===== config.mk =====
export PLATFORM = sky130hd
export DESIGN_NAME = comando_vai_vem
export DESIGN_NICKNAME = d
export VERILOG_FILES = /design/src/rtl/comando_vai_vem.sv
export SDC_FILE = /design/constraint.sdc
export NUM_CORES = 1
export LEC_CHECK = 0
export CORE_MARGIN = 5
export CORE_UTILIZATION = 56
export CTS_CLUSTER_DIAMETER = 40
export DETAILED_ROUTE_END_ITERATION = 6
export PLACE_DENSITY = 0.94
export SYNTH_ARGS = -nofsm -noshare
export SYNTH_HDL_FRONTEND = slang
export SYNTH_SLANG_ARGS = --single-unit

===== constraint.sdc =====
create_clock -name clock -period 3.23 [get_ports clock]
set_input_delay 0.323 -clock clock [delete_from_list [all_inputs] [get_ports clock]]
set_output_delay 0.323 -clock clock [all_outputs]
set_load 0.01 [all_outputs]

===== src/rtl/comando_vai_vem.sv =====
// Movement sequencer for a position counter. It latches a target (or runs a sweep)
// and issues paced one-cycle vai/vem step pulses based on the fed-back position.
module comando_vai_vem #(
    parameter int M = 100,
    parameter int N = 7,
    parameter int T = 50
) (
    input  logic         clock,
    input  logic         zera_as_n,
    input  logic         inicia,
    input  logic         modo,
    input  logic         para,
    input  logic [N-1:0] alvo,
    input  logic [N-1:0] pos,
    output logic         vai,
    output logic         vem,
    output logic         enable_mov,
    output logic         ocupado,
    output logic         pronto
);

    localparam int PW = $clog2(T);
    localparam logic [N-1:0]  TOPO    = N'(M - 1);
    localparam logic [PW-1:0] PRE_FIM = PW'(T - 1);

    typedef enum logic [2:0] {
        OCIOSO,
        COMPARA,
        ESPERA_TICK,
        PASSO,
        ASSENTA,
        CONCLUI
    } estado_t;

    estado_t       estado_reg;
    logic [PW-1:0] presc_reg;
    logic [N-1:0]  alvo_reg;
    logic          modo_reg;
    logic          dir_reg;

    always_ff @(posedge clock or negedge zera_as_n) begin
        if (!zera_as_n) begin
            estado_reg <= OCIOSO;
            presc_reg  <= '0;
            alvo_reg   <= '0;
            modo_reg   <= 1'b0;
            dir_reg    <= 1'b1;
            vai        <= 1'b0;
            vem        <= 1'b0;
            enable_mov <= 1'b0;
            ocupado    <= 1'b0;
            pronto     <= 1'b0;
        end else begin
            vai    <= 1'b0;
            vem    <= 1'b0;
            pronto <= 1'b0;
            // A stop request pre-empts everything, including a pending step pulse.
            if (para && estado_reg != OCIOSO) begin
                estado_reg <= OCIOSO;
                enable_mov <= 1'b0;
                ocupado    <= 1'b0;
            end else begin
                case (estado_reg)
                    OCIOSO: begin
                        if (inicia && !para) begin
                            alvo_reg   <= (alvo > TOPO) ? TOPO : alvo;
                            modo_reg   <= modo;
                            presc_reg  <= '0;
                            estado_reg <= COMPARA;
                            enable_mov <= 1'b1;
                            ocupado    <= 1'b1;
                        end
                    end
                    COMPARA: begin
                        // The compare cycle is the first tick of the step period, so
                        // COMPARA plus ESPERA_TICK together last exactly T cycles.
                        presc_reg <= presc_reg + 1'b1;
                        if (!modo_reg && pos == alvo_reg) begin
                            estado_reg <= CONCLUI;
                            enable_mov <= 1'b0;
                            pronto     <= 1'b1;
                        end else begin
                            if (!modo_reg) begin
                                dir_reg <= (alvo_reg > pos);
                            end else if (pos == TOPO) begin
                                dir_reg <= 1'b0;
                            end else if (pos == '0) begin
                                dir_reg <= 1'b1;
                            end
                            estado_reg <= ESPERA_TICK;
                        end
                    end
                    ESPERA_TICK: begin
                        if (presc_reg == PRE_FIM) begin
                            presc_reg  <= '0;
                            estado_reg <= PASSO;
                            vai        <= dir_reg;
                            vem        <= !dir_reg;
                        end else begin
                            presc_reg <= presc_reg + 1'b1;
                        end
                    end
                    PASSO: begin
                        estado_reg <= ASSENTA;
                    end
                    ASSENTA: begin
                        // One idle cycle so the counter's new position is visible.
                        presc_reg  <= '0;
                        estado_reg <= COMPARA;
                    end
                    CONCLUI: begin
                        estado_reg <= OCIOSO;
                        ocupado    <= 1'b0;
                    end
                    default: begin
                        estado_reg <= OCIOSO;
                        enable_mov <= 1'b0;
                        ocupado    <= 1'b0;
                    end
                endcase
            end
        end
    end

endmodule


Word level (Yosys, flattened, before mapping)
Index checks and enable logic that the tools add are counted.

cells by class
  $add $sub $neg = 1
  multiply operators = 0
  reductions and logical operators = 18
  order comparisons = 2
  bitwise gates (word level) = 2
  shift-type cells = 0
  mux-type cells = 27
  equal/unequal tests = 15
  divide/modulo/power cells = 0

operators by type and width
  kind                                                    number
  one-hot mux 6 bit (4 select lines)                      1
  two-way mux 1 bit                                       16
  one-hot mux 3 bit (5 select lines)                      1
  two-way mux 3 bit                                       4
  two-way mux 6 bit                                       2
  inequality test 3 bit (second input constant)           3
  AND reduction 3 bit                                     3
  OR reduction 4 bit                                      2
  == test 7 bit                                           1
  == test 7 bit (second input constant)                   1
  greater-than comparator 7 bit                           1
  greater-than comparator 7 bit (second input constant)   1
  logical NOT 7 bit                                       1
  two-way mux 7 bit                                       1
  adder 6 x 1 -> 6 bit (second input constant)            1
  == test 3 x 2 -> 1 bit (second input constant)          2
  == test 3 bit (second input constant)                   2
  == test 6 bit (second input constant)                   1
  inequality test 2 x 1 -> 1 bit (second input constant)  2
  AND reduction 2 bit                                     2
  AND reduction 4 bit                                     1
  nonzero test 4 bit                                      1
  == test 3 x 1 -> 1 bit (second input constant)          1
  logical AND 1 bit                                       3
  other kinds (8)                                         11

word-level totals
  memories = 0
  register bits = 23
  ROM bits = 0
  output and inout bits = 5
  RAM bits = 0
  bits in latches = 0
  input port bits = 19

Depth between registers and ports, before layout
  depth in word-level cells = 5
  mapped depth = 7

Least setup slack after synthesis
No wires, ideal clock.

  path type = register to register
  start point = register presc_reg[0]
  end point = register presc_reg[3]
  setup slack = 1553 ps
  buffers on the path = 0
  clock period less this slack = 1677 ps
  cell stages (with the launch flop) = 6
  required time = 3138 ps
  data arrival time = 1585 ps
  cells stage by stage = dfrtp_1 > ha_1 > nor3b_1 > a311o_1 > or2_4 > o31ai_2

between the ends
  longest elaborated chain between the ends = 3

ends and longest elaborated chain
  element                                                line         text
  from (decl)                                            36           logic [PW-1:0] presc_reg;
  from (signal assigned)                                 77           presc_reg <= presc_reg + 1'b1;
  from (signal assigned)                                 100          presc_reg <= presc_reg + 1'b1;
  adder 6 x 1 -> 6 bit or == test 6 bit (tied branches)  77, 100, 94
  two-way mux 6 bit                                      94           if (presc_reg == PRE_FIM) begin
  one-hot mux 6 bit (4 select lines) *                   63           case (estado_reg)

Mark *: on every way between the ends. The rest lies on a longest branch, timed or not.
A chain may end at the register's enable or synchronous reset.

Worst setup path after layout
  start point = input pos[6]
  end point = register estado_reg[0]

between the ends
  longest elaborated chain between the ends = 5

ends and longest elaborated chain
  element                             line  text
  from (decl)                         14    input logic [N-1:0] pos,
  == test 7 bit                       78    if (!modo_reg && pos == alvo_reg) begin
  logical AND 1 bit                   78
  two-way mux 3 bit                   78
  one-hot mux 3 bit (5 select lines)  63
  two-way mux 3 bit                   58    if (para && estado_reg != OCIOSO) begin
  to (signal assigned)                59    estado_reg <= OCIOSO;
  to (signal assigned)                69    estado_reg <= COMPARA;
  to (signal assigned)                79    estado_reg <= CONCLUI;
  to (decl)                           35    estado_t estado_reg;

Every way passes these cells.

==> results.cfg <==
[clock_network]
numCtsBuffers = 3
insertion_delay_ns = 0.33
cts_tree = done
post_cts_buffers = 0
cts_resized = 0
path_clk_slew_ns = 0.14
htree_levels = 1
cts_buffer_depth = 2
ctsHoldBuffers = 0
cts_root_buf = clkbuf_4
cts_sinks = 23

[timing]
finClkSkew_ns = 0.001744
max_clock_freq_mhz = 472.2
final.setup.worst_slack_ns = 1.112
slew_violations = 0
setup_tns_ns = 0
setup_violations = 0
max-slew-margin-rel_pct = 32.47
worst_slew_pin_slew_ns = 1.010
hold_viol = 0
fin_crit_sh_pct = 65.56
rsz0062_at_grt = false
fin_crit_ns = 2.118

[synthesis]
synth-xor-area-share_pct = 0.6475
syn_area_sq_um = 1353
synth-edff-count = 0
avgSynthCellArea_sq_um = 8.726
synth_compound_area_share_pct = 18.78
syn_inst = 155
yosys.area_share.simple_pct = 23.31
synthAdderAreaFrac_pct = 8.326
async_flop_share_pct = 100.0
synthMuxAreaShare_pct = 0.7401
synth-seq-cells = 23
yosysWarnings = 0
syn_nets = 183
synth_flop_cell = dfrtp_1
yosysUniqueCellTypes = 39
ys_seq_area_share_pct = 42.65
synth_top_family_by_area = simple AND/OR/NAND/NOR gates

[die]
fp.coreArea_sq_um = 2255
pin_count = 24
die_h_microns = 59.15
die_w_microns = 59.15
start_util_pct = 59.99
rows = 17
die-area_sq_um = 3498

[placement]
post-place-cells = 201
gp_congestion = 0.8825
dp_slack_ns = 0.8300
dpl.hpwl_microns = 2383
numPortBuffers = 23

[finish]
final_core_util_pct = 71.75
diodes = 0
largest_reg_flops = 7
seqCellArea_sq_um = 576.8
fin_nets = 206
stdcell_count = 205
syn_to_final_growth_pct = 19.61
final_layout_size_suffix_gt1_share_pct = 5.085
n_fill_cell = 177
multi_input_comb_area_sq_um = 700.7

[pwr]
power_mw = 0.7763
p_switching_mw = 0.2763
p_comb_share_pct = 31.0
leakage_nw = 0.7384
p_seq_share_pct = 50.4
cellPowerDensity_nw_per_um2 = 479.8
p_clk_share_pct = 18.6
switching_share_pct = 35.60
irDropWorstVdd_mv = 0.3371
internal_power_mw = 0.4999

[critical_path]
required_ns = 3.46
cp-start-kind = primary input
path_buf_inv = 2
crit_path_end_kind = register
max_stage_delay_ns = 0.54
path_class = in2reg
crit_family = simple AND/OR/NAND/NOR gates
crit_slowest_cell = nor4_1
path_max_fanout = 4
crit_path_cell_trace = clkdlybuf4s50_1 > inv_1 > ha_1 > nand4_1 > nor4_1 > nand2_1 > a221oi_1
crit_arrival_ns = 2.35

[detailed_routing]
route.detailed.drc = 0
vias_per_cell = 5.976
drtPass1Iterations = 4
antenna_left = 0
num_vias = 1225
wl_per_cell_microns = 15.73
drt_first_iter_violations = 54
wl_microns = 3224

[global_route]
grt_pass1_wl_microns = 5499
antenna_found_initial = 0
grtUsageTotal_pct = 20.74
grt_pass1_vias = 1175
grt_max_degree = 24
overflow = 0

[flow_run]
maxCapViolCount = 0

[status]
status = completed

[min_path]
hp-class = reg2reg
==> cell usage after synthesis (2+ instances only) <==
cell	n	area, sq um
nor4_1	2	12.51
buf_2	3	15.01
nor2b_1	4	25.02
nor3b_1	2	15.01
nand2_1	27	101.4
a21oi_1	8	40.04
nand3_1	6	30.03
nand2b_1	2	12.51
dfrtp_1	22	550.5
nor2_1	12	45.04
ha_1	9	112.6
nor3_1	2	10.01
inv_1	12	45.04
a211oi_1	2	15.01
o21ai_1	4	20.02
o31ai_2	2	25.02
o21ai_0	12	60.06
nand4_1	3	18.77
==> power by group through the flow <==
stage          Sequential, mW  Clock [mW]  Combinational, mW
2_1_floorplan           0.378           0              0.155
3_3_place_gp            0.390           0              0.215
3_5_place_dp            0.395           0              0.229
4_1_cts                 0.390       0.145              0.241
5_1_grt                 0.398       0.158              0.275
6_report                0.391       0.145              0.241
==> cell families after synthesis <==
family	Yosys count
simple gates	66
compound gates	38
flops	23
buf+inv	17
fa+ha+maj	9
xor+xnor	1
mux	1
==> worst register-to-register path: cells and delay by family (launching register included) <==
kind            cells  cell delay, ns
simple gates        3            0.84
compound gates      1            0.29
flops               1            0.42
fa+ha+maj           1            0.33
==> worst paths after layout <==
| path | startpoint | to | slack, ns | depth (start not counted) |
|---|---|---|---|---|
| worst max-delay path | pos[6] | estado_reg[0]$_DFFE_PN0P_ | 1.11 | 7 |
| worst min-delay path | alvo_reg[3]$_DFFE_PN0P_ | alvo_reg[3]$_DFFE_PN0P_ | 0.49 | 2 |
| worst max register to register | alvo_reg[6]$_DFFE_PN0P_ | estado_reg[0]$_DFFE_PN0P_ | 1.25 | 5 |
| worst min register to register | alvo_reg[3]$_DFFE_PN0P_ | alvo_reg[3]$_DFFE_PN0P_ | 0.49 | 2 |
| max in group asynchronous | zera_as_n | alvo_reg[6]$_DFFE_PN0P_ | 2.10 | 1 |
| min in group asynchronous | zera_as_n | ocupado$_DFFE_PN0P_ | 0.53 | 1 |
==> per-stage QoR <==
step	instance area [sq um]	hold slack, ns
final	1618	0.4905
after global routing	1618	0.5073
after CTS	1618	0.4945
after detailed placement	1588	0.4652
after global placement	1588	0.4564
after floorplan	1353	0.02741
==> placed cells by master (no fill, tap or decap), types with 2 or more instances in the layout <==
master	synthesis	layout
ha_1	9	9
clkdlybuf4s50_1	0	23
nand4_1	3	3
inv_1	12	12
dfrtp_1	22	22
nor2_1	12	12
nand2_1	27	27
nor2b_1	4	4
nor4_1	2	2
o21ai_1	4	4
nand2b_1	2	2
nor3_1	2	2
nor3b_1	2	2
clkbuf_4	0	3
o21ai_0	12	12
a21oi_1	8	8
o31ai_2	2	2
nand3_1	6	6
a211oi_1	2	2
==> layer usage <==
metal  vias to the layer above  wire length (microns)  global-route usage [%]  part of all wire (%)
li1                        587                      -                       -                     -
met1                       581                   1287                   24.93                    40
met2                        44                   1656                   36.28                    51
met3                        13                    195                   3.486                   6.0
met4                         0                     85                   8.738                   2.6
met5                         -                      0                       0                     0
==> final cells by class <==
class	count	share of cell area (%)
tap	28	2.166
sequential	23	35.65
multi-input combinational	115	43.31
clock inverter	1	0.4640
inverter	12	2.784
timing repair buffer	23	14.23
clock buffer	3	1.392
(Power assumes the default switching activity.)
